**src/rtl/mips_mem_system.sv**
```systemverilog
// Memory and I/O subsystem behind the 8-bit multicycle MIPS core: byte RAM,
// transmit FIFO, GPIO and free-running timer, all with 1-cycle registered reads.
module mips_mem_system #(
  parameter int unsigned            WIDTH      = 8,
  parameter int unsigned            RAM_DEPTH  = 240,
  parameter logic [WIDTH-1:0]       IO_BASE    = 8'hF0,
  parameter int unsigned            FIFO_DEPTH = 4
) (
  input  logic             clk,
  input  logic             rst,
  input  logic [WIDTH-1:0] adr,
  input  logic [WIDTH-1:0] writedata,
  input  logic             memread,
  input  logic             memwrite,
  output logic [WIDTH-1:0] memdata,
  output logic [WIDTH-1:0] tx_data,
  output logic             tx_valid,
  input  logic             tx_ready,
  input  logic [WIDTH-1:0] gpio_in,
  output logic [WIDTH-1:0] gpio_out
);

  localparam int unsigned PTR_W = (FIFO_DEPTH > 1) ? $clog2(FIFO_DEPTH) : 1;
  localparam int unsigned CNT_W = PTR_W + 1;

  localparam logic [WIDTH-1:0] OFF_TXDATA   = WIDTH'(0);
  localparam logic [WIDTH-1:0] OFF_STATUS   = WIDTH'(1);
  localparam logic [WIDTH-1:0] OFF_GPIO_OUT = WIDTH'(2);
  localparam logic [WIDTH-1:0] OFF_GPIO_IN  = WIDTH'(3);
  localparam logic [WIDTH-1:0] OFF_TIMER    = WIDTH'(4);

  logic [WIDTH-1:0] ram      [RAM_DEPTH];
  logic [WIDTH-1:0] fifo_mem [FIFO_DEPTH];

  logic [PTR_W-1:0] rd_ptr;
  logic [PTR_W-1:0] wr_ptr;
  logic [CNT_W-1:0] count;
  logic             overflow;
  logic [WIDTH-1:0] timer;
  logic [WIDTH-1:0] gpio_sync1;
  logic [WIDTH-1:0] gpio_sync2;

  logic             is_ram_c;
  logic [WIDTH-1:0] io_off_c;
  logic             empty_c;
  logic             full_c;
  logic             pop_c;
  logic             push_c;
  logic             accept_c;
  logic             ovf_set_c;
  logic             ovf_clr_c;
  logic             wr_gpio_c;
  logic             wr_timer_c;
  logic [WIDTH-1:0] rd_val_c;

  // Address decode and FIFO handshake
  always_comb begin
    is_ram_c   = (adr < WIDTH'(RAM_DEPTH));
    io_off_c   = adr - IO_BASE;
    empty_c    = (count == '0);
    full_c     = (count == CNT_W'(FIFO_DEPTH));
    pop_c      = !empty_c && tx_ready;
    push_c     = memwrite && !is_ram_c && (io_off_c == OFF_TXDATA);
    // A full FIFO still takes a push when the head leaves on the same edge
    accept_c   = push_c && (!full_c || pop_c);
    ovf_set_c  = push_c && full_c && !pop_c;
    ovf_clr_c  = memwrite && !is_ram_c && (io_off_c == OFF_STATUS) && writedata[2];
    wr_gpio_c  = memwrite && !is_ram_c && (io_off_c == OFF_GPIO_OUT);
    wr_timer_c = memwrite && !is_ram_c && (io_off_c == OFF_TIMER);
  end

  // Read mux over pre-edge state
  always_comb begin
    rd_val_c = '0;
    if (is_ram_c) begin
      rd_val_c = ram[adr];
    end else begin
      case (io_off_c)
        OFF_STATUS:   rd_val_c = WIDTH'({overflow, full_c, empty_c});
        OFF_GPIO_OUT: rd_val_c = gpio_out;
        OFF_GPIO_IN:  rd_val_c = gpio_sync2;
        OFF_TIMER:    rd_val_c = timer;
        default:      rd_val_c = '0;
      endcase
    end
  end

  always_ff @(posedge clk) begin
    if (rst) begin
      memdata    <= '0;
      gpio_out   <= '0;
      timer      <= '0;
      overflow   <= 1'b0;
      rd_ptr     <= '0;
      wr_ptr     <= '0;
      count      <= '0;
      gpio_sync1 <= '0;
      gpio_sync2 <= '0;
    end else begin
      if (memread) begin
        memdata <= rd_val_c;
      end
      gpio_sync1 <= gpio_in;
      gpio_sync2 <= gpio_sync1;
      if (wr_timer_c) begin
        timer <= writedata;
      end else begin
        timer <= timer + WIDTH'(1);
      end
      if (wr_gpio_c) begin
        gpio_out <= writedata;
      end
      if (ovf_set_c) begin
        overflow <= 1'b1;
      end else if (ovf_clr_c) begin
        overflow <= 1'b0;
      end
      if (accept_c) begin
        wr_ptr <= wr_ptr + PTR_W'(1);
      end
      if (pop_c) begin
        rd_ptr <= rd_ptr + PTR_W'(1);
      end
      count <= count + CNT_W'(accept_c) - CNT_W'(pop_c);
    end
  end

  // Storage arrays carry no reset
  always_ff @(posedge clk) begin
    if (!rst && accept_c) begin
      fifo_mem[wr_ptr] <= writedata;
    end
  end

  always_ff @(posedge clk) begin
    if (!rst && memwrite && is_ram_c) begin
      ram[adr] <= writedata;
    end
  end

  assign tx_valid = !empty_c;
  assign tx_data  = empty_c ? '0 : fifo_mem[rd_ptr];

endmodule

```
**config.mk**
```make
export PLATFORM = sky130hd
export DESIGN_NAME = mips_mem_system
export DESIGN_NICKNAME = d
export VERILOG_FILES = /design/src/rtl/mips_mem_system.sv
export SDC_FILE = /design/constraint.sdc
export NUM_CORES = 2
export LEC_CHECK = 0
export ABC_AREA = 1
export CORE_MARGIN = 5
export CORE_UTILIZATION = 38
export DETAILED_ROUTE_END_ITERATION = 8
export SLEW_MARGIN = 20
export SYNTH_ARGS = -nofsm -noshare
export SYNTH_HDL_FRONTEND = slang
export SYNTH_SLANG_ARGS = --single-unit
```
**constraint.sdc**
```tcl
create_clock -name clk -period 4.3 [get_ports clk]
set_input_delay 1.075 -clock clk [delete_from_list [all_inputs] [get_ports clk]]
set_output_delay 1.075 -clock clk [all_outputs]
set_load 0.01 [all_outputs]
```
; ---- Word level (Yosys, flattened, before mapping)
; Memory sizes are Yosys's and may differ from the RTL's. A register that Yosys moved wholly into a read port is not among the register bits.
; Cells that the tools add are included.
; W data, S select, Z words.
[op_classes]
addsub = 6
magnitude_cmp = 1
eq_ne = 5
n_mux = 12
reduce_logical = 22
[op_table]
columns = cell, n
row1 = $pmux W8 S4, 1
row2 = $mux W8, 3
row3 = $eq A8 B2 Y1 const B, 2
row4 = $logic_and A1 B1 Y1, 13
row5 = $add A8 B1 Y8 const B, 1
row6 = $eq A8 B1 Y1 const B, 1
row7 = $eq A8 B3 Y1 const B, 1
row8 = $logic_not A8 Y1, 1
row9 = $lt A8 B8 Y1 const B, 1
row10 = $sub A8 B8 Y8 const B, 1
row11 = $mux W1, 6
row12 = $logic_not A1 Y1, 5
row13 = $add A2 B1 Y2 const B, 2
row14 = $mux W2, 2
row15 = $add A3 B1 Y3, 1
row16 = $eq A3 B3 Y1 const B, 1
row17 = $logic_not A3 Y1, 1
row18 = $sub A3 B1 Y3, 1
row19 = $reduce_bool A2 Y1, 1
row20 = $logic_or A1 B1 Y1, 1
[word_totals]
ff_bits = 48
ramBits = 1952
in_bits = 29
out_inout_bits = 25
n_memories = 2
[mem_list]
columns = memory, words, word_bits, read_ports, rd_ports_with_merged_regs, write_ports, line_no
row1 = ram, 240, 8, 1, 0, 1, 32  ; logic [WIDTH-1:0] ram [RAM_DEPTH];
row2 = fifo_mem, 4, 8, 1, 1, 1, 33  ; logic [WIDTH-1:0] fifo_mem [FIFO_DEPTH];

; ---- Logic depth before layout (Yosys ltp)
[logic_depth]
word_depth = 8
mapped_depth = 19
depth_no_buf = 15

; ---- Worst setup path before layout
; OpenSTA, ideal clock, no wires.
[synth_path]
kind = input-to-reg
start = input port adr[0]
end = register count[2]
arrival_time_ps = 3284
setup_slack_ps = 889
stages = 14
n_path_buf = 2
cell_sequence = buf_4 -> nor2_4 -> buf_4 -> inv_2 -> nor2_1 -> inv_1 -> nor3_1 -> inv_1 -> ha_1 -> inv_1 -> ha_1 -> fa_1 -> xnor2_1 -> nor2_1
[synth_between]
elab_chain_cells = 7
word_cells_on_any_way = 9
classes_between = add/sub (3) / order compare (1) / reduce/logical (5)
[synth_lines]
columns = item, line_no
row1 = start: declaration, 11  ; input logic [WIDTH-1:0] adr,
row2 = "parallel branches: the longest is 3 deep, another holds $sub A8 B8 Y8", --
row3 = $logic_and A1 B1 Y1 (*), 63  ; push_c = memwrite && !is_ram_c && (io_off_c == OFF_TXDATA);
row4 = $logic_and A1 B1 Y1 (*), 65  ; accept_c = push_c && (!full_c || pop_c);
row5 = $add A3 B1 Y3 (*), 124  ; count <= count + CNT_W'(accept_c) - CNT_W'(pop_c);
row6 = $sub A3 B1 Y3 (*), 124
row7 = end signal: assignment, 124
row8 = end: declaration, 37  ; logic [CNT_W-1:0] count;
; Mark *: on every way between the ends.
; A chain may end at the register's enable or synchronous reset.

==> impl_metrics.csv <==
group,metric,value,unit
placed_design,dp.cells,10409,
placed_design,io_buffers,53,
synthesis,synth_seq_cells,2002,
power_and_ir_drop,p_leak,36.0,nW
sta,drv_slew,0,
synthesis,syn_avg_cell_area,10.7,um^2
placed_design,place_congestion,0.900,
sta,worst_pin_slew,1170,ps
synthesis,synth_edf_count,1952,
power_and_ir_drop,power.density,447,nW/um^2
synthesis,yosysTopAreaCell,"edfxtp_1",
detailed_routing,route.vias.total,54676,
final_layout,drive_above_1_share,0.0701,
synthesis,synth_flop_cell,"edfxtp_1",
clock_tree,tritoncts,"built",
synthesis,synthSimpleGateAreaFrac,0.233,
job,cap_violations,0,
worst_hold_path,min_from,"gpio_sync1[7]$_SDFF_PP0_",
sta,period_share,0.939,
worst_hold_path,hold_depth,2,
clock_tree,cts.sinks,2002,
synthesis,muxShareOfSynthArea,0,
worst_setup_path,crit_path_end_kind,"output port",
clock_tree,cts_setup_buffers,0,
worst_setup_path,reg2reg_slack,1980,ps
floorplanning,io_pins,54,
placed_design,pre_cts_ws,-10.7,ps
detailed_routing,postRouteAntennaNets,0,
clock_tree,htree_levels,4,
detailed_routing,drt-total-wl,231000,um
placed_design,place_area,87000,um^2
detailed_routing,drt_pass1_iterations,6,
sta,fin_crit,4040,ps
floorplanning,die_w,475,um
final_layout,final_area,93600,um^2
synthesis,seq_area_frac_synth,0.726,
clock_tree,postCtsHoldBufs,0,
floorplanning,std_cell_rows,170,
floorplanning,initial_core_util,0.382,
power_and_ir_drop,peakVddDrop,351,uV
clock_tree,clkSlewWorstSetupHoldPaths,60,ps
sta,rsz0062_at_grt,"false",
detailed_routing,drc,0,
detailed_routing,vias_per_cell,5.07,
worst_setup_path,critPathLaunchType,"register",
synthesis,yosys_warnings,0,
final_layout,area_growth,13.9,%
placed_design,hpwl,140000,um
worst_setup_path,crit_required,3220,ps
grt,grt_pass1_vias,52924,
clock_tree,clkLatencyLatePin,840,ps
synthesis,synth_fa_ha_area_frac,0.00131,
worst_setup_path,path_class,"reg -> out",
sta,tns,0,ps
outcome,status,"completed",
synthesis,synth_most_common_cell,"nand2_1",
grt,grt_pass1_wl,343000,um
sta,hold_ws,402,ps
floorplanning,core_area,215000,um^2
worst_setup_path,worstReg2RegEnd,"count[2]$_SDFF_PP0_",
synthesis,syn-cell-area,82100,um^2
final_layout,finalNonFillerCells,10790,
synthesis,ys_types,29,
synthesis,synthTopCellsByCount,"nand2_1 (4155), edfxtp_1 (1952), nor2_1 (612)",
grt,track_usage,0.202,
worst_setup_path,worstPathMaxFanout,17,
clock_tree,clockRootBuffer,"clkbuf_16",
synthesis,ys_async_sr_fraction,0,
sta,final-hold-violation-count,0,
grt,grt_max_degree,137,
clock_tree,ctsResizeCount,0,
sta,fmax,0.248,GHz
synthesis,postSynthCellCount,7666,
worst_setup_path,r2r-start,"count[1]$_SDFF_PP0_",
final_layout,nFillCells,19989,
sta,setup-violations-final,0,
synthesis,synth_top_cell_area_share,0.714,
final_layout,num-nets-final,7815,
worst_setup_path,r2r_cells,9,
clock_tree,cts_buffer_depth,3,
grt,antenna_found_initial,4,
synthesis,synthTopCellsByArea,"edfxtp_1 (71%), nand2_1 (19%), nor2_1 (2.8%)",
worst_hold_path,min_to,"gpio_sync2[7]$_SDFF_PP0_",
floorplanning,die_area,226000,um^2
sta,relSlewSlack,0.223,
worst_setup_path,worstPathArrival,2960,ps
sta,finClkSkew,36.8,ps
worst_hold_path,holdCritPathClass,"reg -> reg",
floorplanning,die_height,475,um
synthesis,syn_nets,7703,
synthesis,synth_top_family_by_area,"simple AND/OR/NAND/NOR gates",
synthesis,yosys.area_share.xor_xnor,0.000853,
sta,timing.final.ws_setup,263,ps
synthesis,synth_compound_area_frac,0.0139,
grt,overflow,0,
clock_tree,cts_buffers,205,
detailed_routing,post_drt_wl_per_cell,21.5,um
detailed_routing,dr.first_iter.drc_count,5409,
## placed cells by master, fill, tap and decap left out, drive strengths merged, types with 19 or more instances in the layout
cell | Yosys | layout
clkbuf | 138 | 255
nor2 | 618 | 618
nand3 | 139 | 139
buf | 251 | 251
clkdlybuf4s50 | 0 | 43
a21oi | 38 | 38
dfxtp | 50 | 50
bufinv | 0 | 19
inv | 79 | 89
clkinv | 3 | 94
edfxtp | 1952 | 1952
o21ai | 79 | 79
nand4 | 71 | 71
a22oi | 64 | 64
nand2 | 4156 | 4156
## critical path, cell delays in order (launching register included)
cell             delay (ps)
dfxtp_1                 700
inv_1                   380
o21ai_0                 420
a21oi_1                 130
clkdlybuf4s50_1         500
## through the flow
step	total power, mW	util
2_1_floorplan	23.3	-
3_3_place_gp	24.7	0.405
3_5_place_dp	24.7	0.405
4_1_cts	42.1	0.436
5_1_grt	43.2	0.436
6_report	41.8	0.436
## where the power goes
part	leakage [nW]	internal (mW)	total [mW]	switching, mW
Combinational	14.8	0.751	2.78	2.03
Clock	3.21	9.98	17.5	7.52
Sequential	17.9	21.5	21.5	0.0569
## registers in the layout, indices dropped and copies added (netlist names), named ones only
name,cells
ram,1920
fifo_mem,32
gpio_out,8
gpio_sync1,8
gpio_sync2,8
memdata,8
timer,8
count,3
rd_ptr,2
wr_ptr,2
overflow,1
## routing by layer
| layer | vias up | track usage | share of wire | wire (um) |
|---|---|---|---|---|
| li1 | 25600 | - | - | - |
| met1 | 26528 | 0.281 | 0.43 | 98800 |
| met2 | 2147 | 0.321 | 0.46 | 106000 |
| met3 | 401 | 0.0334 | 0.076 | 17500 |
| met4 | 0 | 0.0758 | 0.040 | 9160 |
| met5 | - | 0 | 0 | 0 |
## logic make-up after synthesis
group,count (synthesis)
AOI/OAI and AO/OA,190
adders and majority gates,8
buffers and inverters,471
and+or+nand+nor,4987
DFF,2002
xor gates and xnor gates,8
## worst max path at each step
stage	slack, ps	endpoint
detailed placement	-10	ram[185][0]$_DFFE_PP_
floorplan	890	count[2]$_SDFF_PP0_
global route	70	tx_data[1]
CTS	220	tx_data[1]
global placement	-350	ram[222][0]$_DFFE_PP_
finish	260	tx_data[1]
## area by class of cell
cell class                 instances  area (um^2)  area share
antenna                            3         7.51   0.0000802
clock buffer                     255         5340      0.0570
clock inverter                   123         1260      0.0135
inverter                          82          340     0.00364
multi-input combinational       5193        20500       0.219
sequential                      2002        59600       0.637
tap                             2838         3550      0.0379
timing repair buffer             294         3000      0.0321
Note: power is estimated with default switching activity, not from simulation.
